## src/rtl/cpu_pkg.sv

```systemverilog
// Shared definitions for the register-transfer CPU control path.
// Holds the opcode constants, the ALU operation codes (the ALU uses the
// same encoding), the sequencer state enumeration, the IR field bit
// positions and small opcode-class helpers used by the decoder.
package cpu_pkg;

    // IR field positions
    localparam int IR_OP_HI = 31;
    localparam int IR_OP_LO = 27;
    localparam int IR_RA_HI = 26;
    localparam int IR_RA_LO = 23;
    localparam int IR_RB_HI = 22;
    localparam int IR_RB_LO = 19;
    localparam int IR_RC_HI = 18;
    localparam int IR_RC_LO = 15;

    // Opcodes
    localparam logic [4:0] OP_ADD  = 5'b00011;
    localparam logic [4:0] OP_SUB  = 5'b00100;
    localparam logic [4:0] OP_AND  = 5'b00101;
    localparam logic [4:0] OP_OR   = 5'b00110;
    localparam logic [4:0] OP_SHR  = 5'b00111;
    localparam logic [4:0] OP_SHL  = 5'b01000;
    localparam logic [4:0] OP_ROR  = 5'b01001;
    localparam logic [4:0] OP_ROL  = 5'b01010;
    localparam logic [4:0] OP_MUL  = 5'b01110;
    localparam logic [4:0] OP_DIV  = 5'b01111;
    localparam logic [4:0] OP_NEG  = 5'b10000;
    localparam logic [4:0] OP_NOT  = 5'b10001;
    localparam logic [4:0] OP_NOP  = 5'b11010;
    localparam logic [4:0] OP_HALT = 5'b11011;

    // ALU operation select codes
    localparam logic [3:0] ALU_IDLE = 4'b0000;
    localparam logic [3:0] ALU_ADD  = 4'b0011;
    localparam logic [3:0] ALU_SUB  = 4'b0100;
    localparam logic [3:0] ALU_SHR  = 4'b0101;
    localparam logic [3:0] ALU_SHL  = 4'b0110;
    localparam logic [3:0] ALU_ROR  = 4'b0111;
    localparam logic [3:0] ALU_AND  = 4'b1000;
    localparam logic [3:0] ALU_OR   = 4'b1001;
    localparam logic [3:0] ALU_ROL  = 4'b1010;
    localparam logic [3:0] ALU_NEG  = 4'b1011;
    localparam logic [3:0] ALU_NOT  = 4'b1100;
    localparam logic [3:0] ALU_MUL  = 4'b1110;
    localparam logic [3:0] ALU_DIV  = 4'b1111;

    typedef enum logic [3:0] {
        S_RESET = 4'd0,
        S_T0    = 4'd1,
        S_T1    = 4'd2,
        S_T2    = 4'd3,
        S_T3    = 4'd4,
        S_T4    = 4'd5,
        S_T5    = 4'd6,
        S_T6    = 4'd7,
        S_HALT  = 4'd8
    } state_t;

    // ALU function for an opcode; ALU_IDLE means "not an ALU instruction".
    function automatic logic [3:0] alu_sel(input logic [4:0] op);
        case (op)
            OP_ADD:  alu_sel = ALU_ADD;
            OP_SUB:  alu_sel = ALU_SUB;
            OP_AND:  alu_sel = ALU_AND;
            OP_OR:   alu_sel = ALU_OR;
            OP_SHR:  alu_sel = ALU_SHR;
            OP_SHL:  alu_sel = ALU_SHL;
            OP_ROR:  alu_sel = ALU_ROR;
            OP_ROL:  alu_sel = ALU_ROL;
            OP_MUL:  alu_sel = ALU_MUL;
            OP_DIV:  alu_sel = ALU_DIV;
            OP_NEG:  alu_sel = ALU_NEG;
            OP_NOT:  alu_sel = ALU_NOT;
            default: alu_sel = ALU_IDLE;
        endcase
    endfunction

    function automatic logic is_muldiv(input logic [4:0] op);
        is_muldiv = (op == OP_MUL) || (op == OP_DIV);
    endfunction

    function automatic logic is_unary(input logic [4:0] op);
        is_unary = (op == OP_NEG) || (op == OP_NOT);
    endfunction

endpackage

```

## src/rtl/reg_select.sv

```systemverilog
// 4-bit register index to 16-bit one-hot decoder with enable.
// Ports:
//   en      in   drive the one-hot output; all-zero when low
//   idx     in   register number R0..R15
//   onehot  out  one-hot select for R0..R15
module reg_select (
    input  logic        en,
    input  logic [3:0]  idx,
    output logic [15:0] onehot
);

    always_comb begin
        onehot = 16'h0000;
        if (en) onehot[idx] = 1'b1;
    end

endmodule

```

## src/rtl/control_unit.sv

```systemverilog
// Hardwired control sequencer for the 32-bit register-transfer datapath.
// Fetches via PC/MAR/MDR/IR (T0-T2) and executes register-to-register ALU
// instructions (T3-T5, plus T6 for the HI half of mul/div). Outputs are
// Moore-decoded from the state and the IR fields.
// Ports:
//   Clock, clear          clock, asynchronous active-high reset
//   ir                    current IR contents
//   PCout..MDRout         bus drivers
//   MARin..LOin           register load / control strobes
//   reg_out, reg_in       one-hot R0..R15 bus drive / load enable
//   operation             ALU function select, non-zero only in T4
//   run                   high while sequencing (not RESET/HALT)
//   instr_count           completed instructions, wraps
module control_unit
    import cpu_pkg::*;
#(
    parameter int ALU_OP_W = 4
) (
    input  logic                Clock,
    input  logic                clear,
    input  logic [31:0]         ir,
    output logic                PCout,
    output logic                Zlowout,
    output logic                Zhighout,
    output logic                MDRout,
    output logic                MARin,
    output logic                PCin,
    output logic                MDRin,
    output logic                IRin,
    output logic                Yin,
    output logic                IncPC,
    output logic                Read,
    output logic                Zin_low,
    output logic                Zin_high,
    output logic                HIin,
    output logic                LOin,
    output logic [15:0]         reg_out,
    output logic [15:0]         reg_in,
    output logic [ALU_OP_W-1:0] operation,
    output logic                run,
    output logic [15:0]         instr_count
);

    state_t     state, state_next;
    logic       count_en;
    logic       rout_en, rin_en;
    logic [3:0] rout_idx;

    logic [4:0] opcode;
    logic [3:0] ra, rb, rc;
    logic       unused_ir;

    assign opcode    = ir[IR_OP_HI:IR_OP_LO];
    assign ra        = ir[IR_RA_HI:IR_RA_LO];
    assign rb        = ir[IR_RB_HI:IR_RB_LO];
    assign rc        = ir[IR_RC_HI:IR_RC_LO];
    assign unused_ir = ^ir[IR_RC_LO-1:0];

    always_ff @(posedge Clock or posedge clear) begin
        if (clear) begin
            state       <= S_RESET;
            instr_count <= 16'h0000;
        end else begin
            state <= state_next;
            if (count_en) instr_count <= instr_count + 16'h0001;
        end
    end

    always_comb begin
        state_next = state;
        count_en   = 1'b0;
        PCout      = 1'b0;
        Zlowout    = 1'b0;
        Zhighout   = 1'b0;
        MDRout     = 1'b0;
        MARin      = 1'b0;
        PCin       = 1'b0;
        MDRin      = 1'b0;
        IRin       = 1'b0;
        Yin        = 1'b0;
        IncPC      = 1'b0;
        Read       = 1'b0;
        Zin_low    = 1'b0;
        Zin_high   = 1'b0;
        HIin       = 1'b0;
        LOin       = 1'b0;
        rout_en    = 1'b0;
        rin_en     = 1'b0;
        rout_idx   = rb;
        operation  = '0;
        case (state)
            S_RESET: state_next = S_T0;
            S_T0: begin
                PCout = 1'b1; MARin = 1'b1; IncPC = 1'b1; Zin_low = 1'b1;
                state_next = S_T1;
            end
            S_T1: begin
                Zlowout = 1'b1; PCin = 1'b1; Read = 1'b1; MDRin = 1'b1;
                state_next = S_T2;
            end
            S_T2: begin
                MDRout = 1'b1; IRin = 1'b1;
                if (alu_sel(opcode) != ALU_IDLE) begin
                    state_next = S_T3;
                end else if (opcode == OP_HALT) begin
                    state_next = S_HALT;
                end else begin
                    // nop and unrecognised opcodes retire straight from fetch
                    state_next = S_T0;
                    count_en   = 1'b1;
                end
            end
            S_T3: begin
                rout_en = 1'b1; rout_idx = rb; Yin = 1'b1;
                state_next = S_T4;
            end
            S_T4: begin
                operation = ALU_OP_W'(alu_sel(opcode));
                Zin_low   = 1'b1;
                Zin_high  = is_muldiv(opcode);
                rout_en   = 1'b1;
                // unary ops take their single operand from Rb again
                rout_idx  = is_unary(opcode) ? rb : rc;
                state_next = S_T5;
            end
            S_T5: begin
                Zlowout = 1'b1;
                if (is_muldiv(opcode)) begin
                    LOin       = 1'b1;
                    state_next = S_T6;
                end else begin
                    rin_en     = 1'b1;
                    state_next = S_T0;
                    count_en   = 1'b1;
                end
            end
            S_T6: begin
                Zhighout = 1'b1; HIin = 1'b1;
                state_next = S_T0;
                count_en   = 1'b1;
            end
            S_HALT:  state_next = S_HALT;
            default: state_next = S_RESET;
        endcase
    end

    assign run = (state != S_RESET) && (state != S_HALT);

    reg_select u_sel_out (
        .en     (rout_en),
        .idx    (rout_idx),
        .onehot (reg_out)
    );

    reg_select u_sel_in (
        .en     (rin_en),
        .idx    (ra),
        .onehot (reg_in)
    );

endmodule
```

## config.mk

```make
export PLATFORM = sky130hd
export DESIGN_NAME = control_unit
export DESIGN_NICKNAME = d
export VERILOG_FILES = /design/src/rtl/cpu_pkg.sv /design/src/rtl/reg_select.sv /design/src/rtl/control_unit.sv
export SDC_FILE = /design/constraint.sdc
export NUM_CORES = 1
export LEC_CHECK = 0
export CORE_MARGIN = 2
export CORE_UTILIZATION = 60
export DETAILED_ROUTE_END_ITERATION = 12
export DONT_BUFFER_PORTS = 1
export HOLD_SLACK_MARGIN = 0.03
export PLACE_DENSITY = 0.76
export SLEW_MARGIN = 20
export SYNTH_ARGS = -nofsm -noshare
export SYNTH_HDL_FRONTEND = slang
export SYNTH_SLANG_ARGS = --single-unit
```

## constraint.sdc

```tcl
create_clock -name Clock -period 3.75 [get_ports Clock]
set_input_delay 0.75 -clock Clock [delete_from_list [all_inputs] [get_ports Clock]]
set_output_delay 0.75 -clock Clock [all_outputs]
set_load 0.02 [all_outputs]
```

==> results.md <==
* Final net count at 251
* CTS Sinks at 20
* Cts hold-fix bufs at 0
* CTS root buffer: clkbuf_4
* Headroom to the max-slew limit at 33.9%
* CP endpoint: reg_out[6]
* Outcome: finished, final reports clean
* CP Launch Point: state[3]
* WL/cell at 15.4 um
* Leak pwr at 0.716 nW
* Share of cells above drive strength 1 at 8.61%
* Clock skew at 0.00209 ns
* Sw Share at 51.3%
* Synth Flop Type: dfrtp_1
* Yosys Warn Count at 0
* Detailed Route WL at 3690 um
* Worst slew pin tran at 0.986 ns
* Synth area leader: dfrtp_1
* Worst flop-to-flop path endpoint: instr_count[13]
* Area Growth Syn to Fin at -0.786%
* Synth area leaders: dfrtp_1, nor2_1, xor2_1, ha_1, xnor2_1
* Site Rows at 19
* Largest net degree at the start of global routing at 21
* Most common cell in the netlist: nor2_1
* First-pass detailed-route iteration total at 4
* Number of global-route vias before repair at 1356
* Clk pwr share at 11.2%
* CP arrival at 2.59 ns
* Post-CTS Repair Setup Buffers at 0
* CTS tree: built
* Reg2reg setup slack at 1.76 ns
* Reg2reg start: state[1]
* NetSw at 442 uW
* Unrepaired setup endpoints after global routing: no
* Port bufs at 0
* Initial core utilization at 63.5%
* Hold Crit Class: input pin to async pin
* Peak supply drop at 451 uV
* Max Clock Freq at 300 MHz
* Worst setup EP type: output port
* Buffers from clock root to sink, at most at 2
* Final worst path period share at 89.0%
* Library cells used by synthesis at 46
* Syn Std Cell Area at 1750 um2
* Die area at 3370 um2
* Via count at 1525
* Yosys top cell area share at 28.6%
* Gr ovfl total at 0
* Setup Viol. Count Final at 0
* Mean Syn Cell Area at 8.03 um2
* Final Power at 861 uW
* Final Wtd Congestion at 0.771
* Synthesized instance count at 218
* ANT cells at 0
* Fillers at 242
* H-tree levels at 1
* Total CTS buffers at 3
* Setup TNS at 0 ns
* Post-synthesis net count at 258
* Worst EP required at 3.00 ns
* Clock transition at path regs at 0.10 ns
* Gr usage total at 21.8%
* Sequential fraction of the synthesis area at 28.6%
* Pwr dens at 496 nW/um2
* Post-synth EDFFs at 0
* # IOs at 102
* Max-slew violation count at 0
* CTS resizes at 0
* Die Wd at 58.0 um
* Skew-Pair Late Insertion Delay at 0.29 ns
* Ys async rst share at 100%
* Final Hold Vio Count at 0
* Top cells by count, synth: nor2_1, dfrtp_1, nand2_1
* Initial antenna violation count at 0
* Sequential share of power at 43.2%
* Max cap viols at 0
* DRT iter0 DRCs at 72
* CORE AREA at 2760 um2
* Dpl hpwl at 2960 um
* Worst Reg-to-Reg Cells at 5
* Crit path launch type: flop
* Synthesized flop and latch total at 20
* DRC at 0
* Worst-path fanout max at 11
* First-pass GRT wire length at 5800 um
* Critical path class: flop to output port
* Via density at 6.35
* Antenna Nets Post-Route at 0
* Tmin final at 3.34 ns
* Die height at 58.0 um
* P_int at 420 uW
* Power share of the combinational group at 45.6%
==> kinds of logic after synthesis <==
kind of cell / synth area share (%)
flops: 28.6
xor+xnor: 8.01
fa+ha+maj: 4.29
compound gates: 11.2
simple gates: 38.2
mux: 2.14
buf+inv: 7.65
==> layout by cell type, fill, tap and decap left out, types with 2 or more instances in the layout <==
cell,instances
xnor2_1,7
buf_4,2
ha_1,6
nand4b_1,2
nand3b_1,5
or3_1,2
dfrtp_1,20
o211ai_1,2
and4_1,2
nand3_1,3
nor2_1,42
nor3_1,10
and3_1,4
nor4_1,4
a21oi_1,6
and2_1,2
mux2_2,2
nor3_2,3
clkbuf_4,3
nand2b_1,8
nor2b_1,2
nand4_1,3
o21ai_0,7
inv_1,9
xor2_1,9
nor3b_1,8
nand2_1,15
a31oi_1,5
==> metrics by stage <==
stage               cell area, um2  setup WS, ns  hold WS (ns)  utilization [%]  std cells
floorplan                     1750         0.695         0.506                -        218
global placement              1710         0.503         0.574             62.2        237
detailed placement            1710         0.440         0.592             62.2        237
CTS                           1740         0.413         0.462             63.0        240
global route                  1740         0.192         0.516             63.0        240
finish                        1740         0.414         0.443             63.0        240
==> critical path, stage by stage, from the launching register on <==
cell and delay (ns):
dfrtp_1 0.48, nand2b_1 0.25, or2_0 0.37, nand2b_1 0.35, nor3b_1 0.24, o21ai_0 0.20
nor2_1 0.39
==> power groups by stage <==
stage / sequential, mW / combinational (mW) / clock (mW)
detailed placement: 0.377 / 0.396 / 0
global route: 0.384 / 0.435 / 0.111
floorplan: 0.343 / 0.418 / 0
global placement: 0.371 / 0.386 / 0
CTS: 0.372 / 0.397 / 0.102
finish: 0.372 / 0.393 / 0.0966
==> worst min path at each step <==
stage,startpoint,end,cells past startpoint
after floorplan,state[3],state[0],1
after global placement,state[3],state[0],1
after detailed placement,state[3],state[0],1
after CTS,clear,instr_count[6],1
after global routing,clear,instr_count[2],1
final,clear,instr_count[6],1
==> area by class of cell <==
cell class | instances | area (um2) | area share, %
multi-input cells | 175 | 1130 | 64.8
flip-flops and latches | 20 | 500 | 28.8
well taps | 31 | 38.8 | 2.23
inverters | 9 | 33.8 | 1.95
clock buffers | 3 | 22.5 | 1.30
repair buffers | 2 | 15.0 | 0.865
==> state kept, by name, summed over array words and instances, names as in the netlist <==
name         cells
instr_count     16
state            4
==> routing by layer <==
metal / wire length [um] / track usage [%] / up-vias
met5: 0 / 0 / -
met4: 72 / 7.97 / 0
met3: 278 / 3.57 / 9
met2: 1780 / 39.0 / 68
met1: 1560 / 26.3 / 712
li1: - / - / 736
No activity file was read; power rests on OpenSTA's default activity.
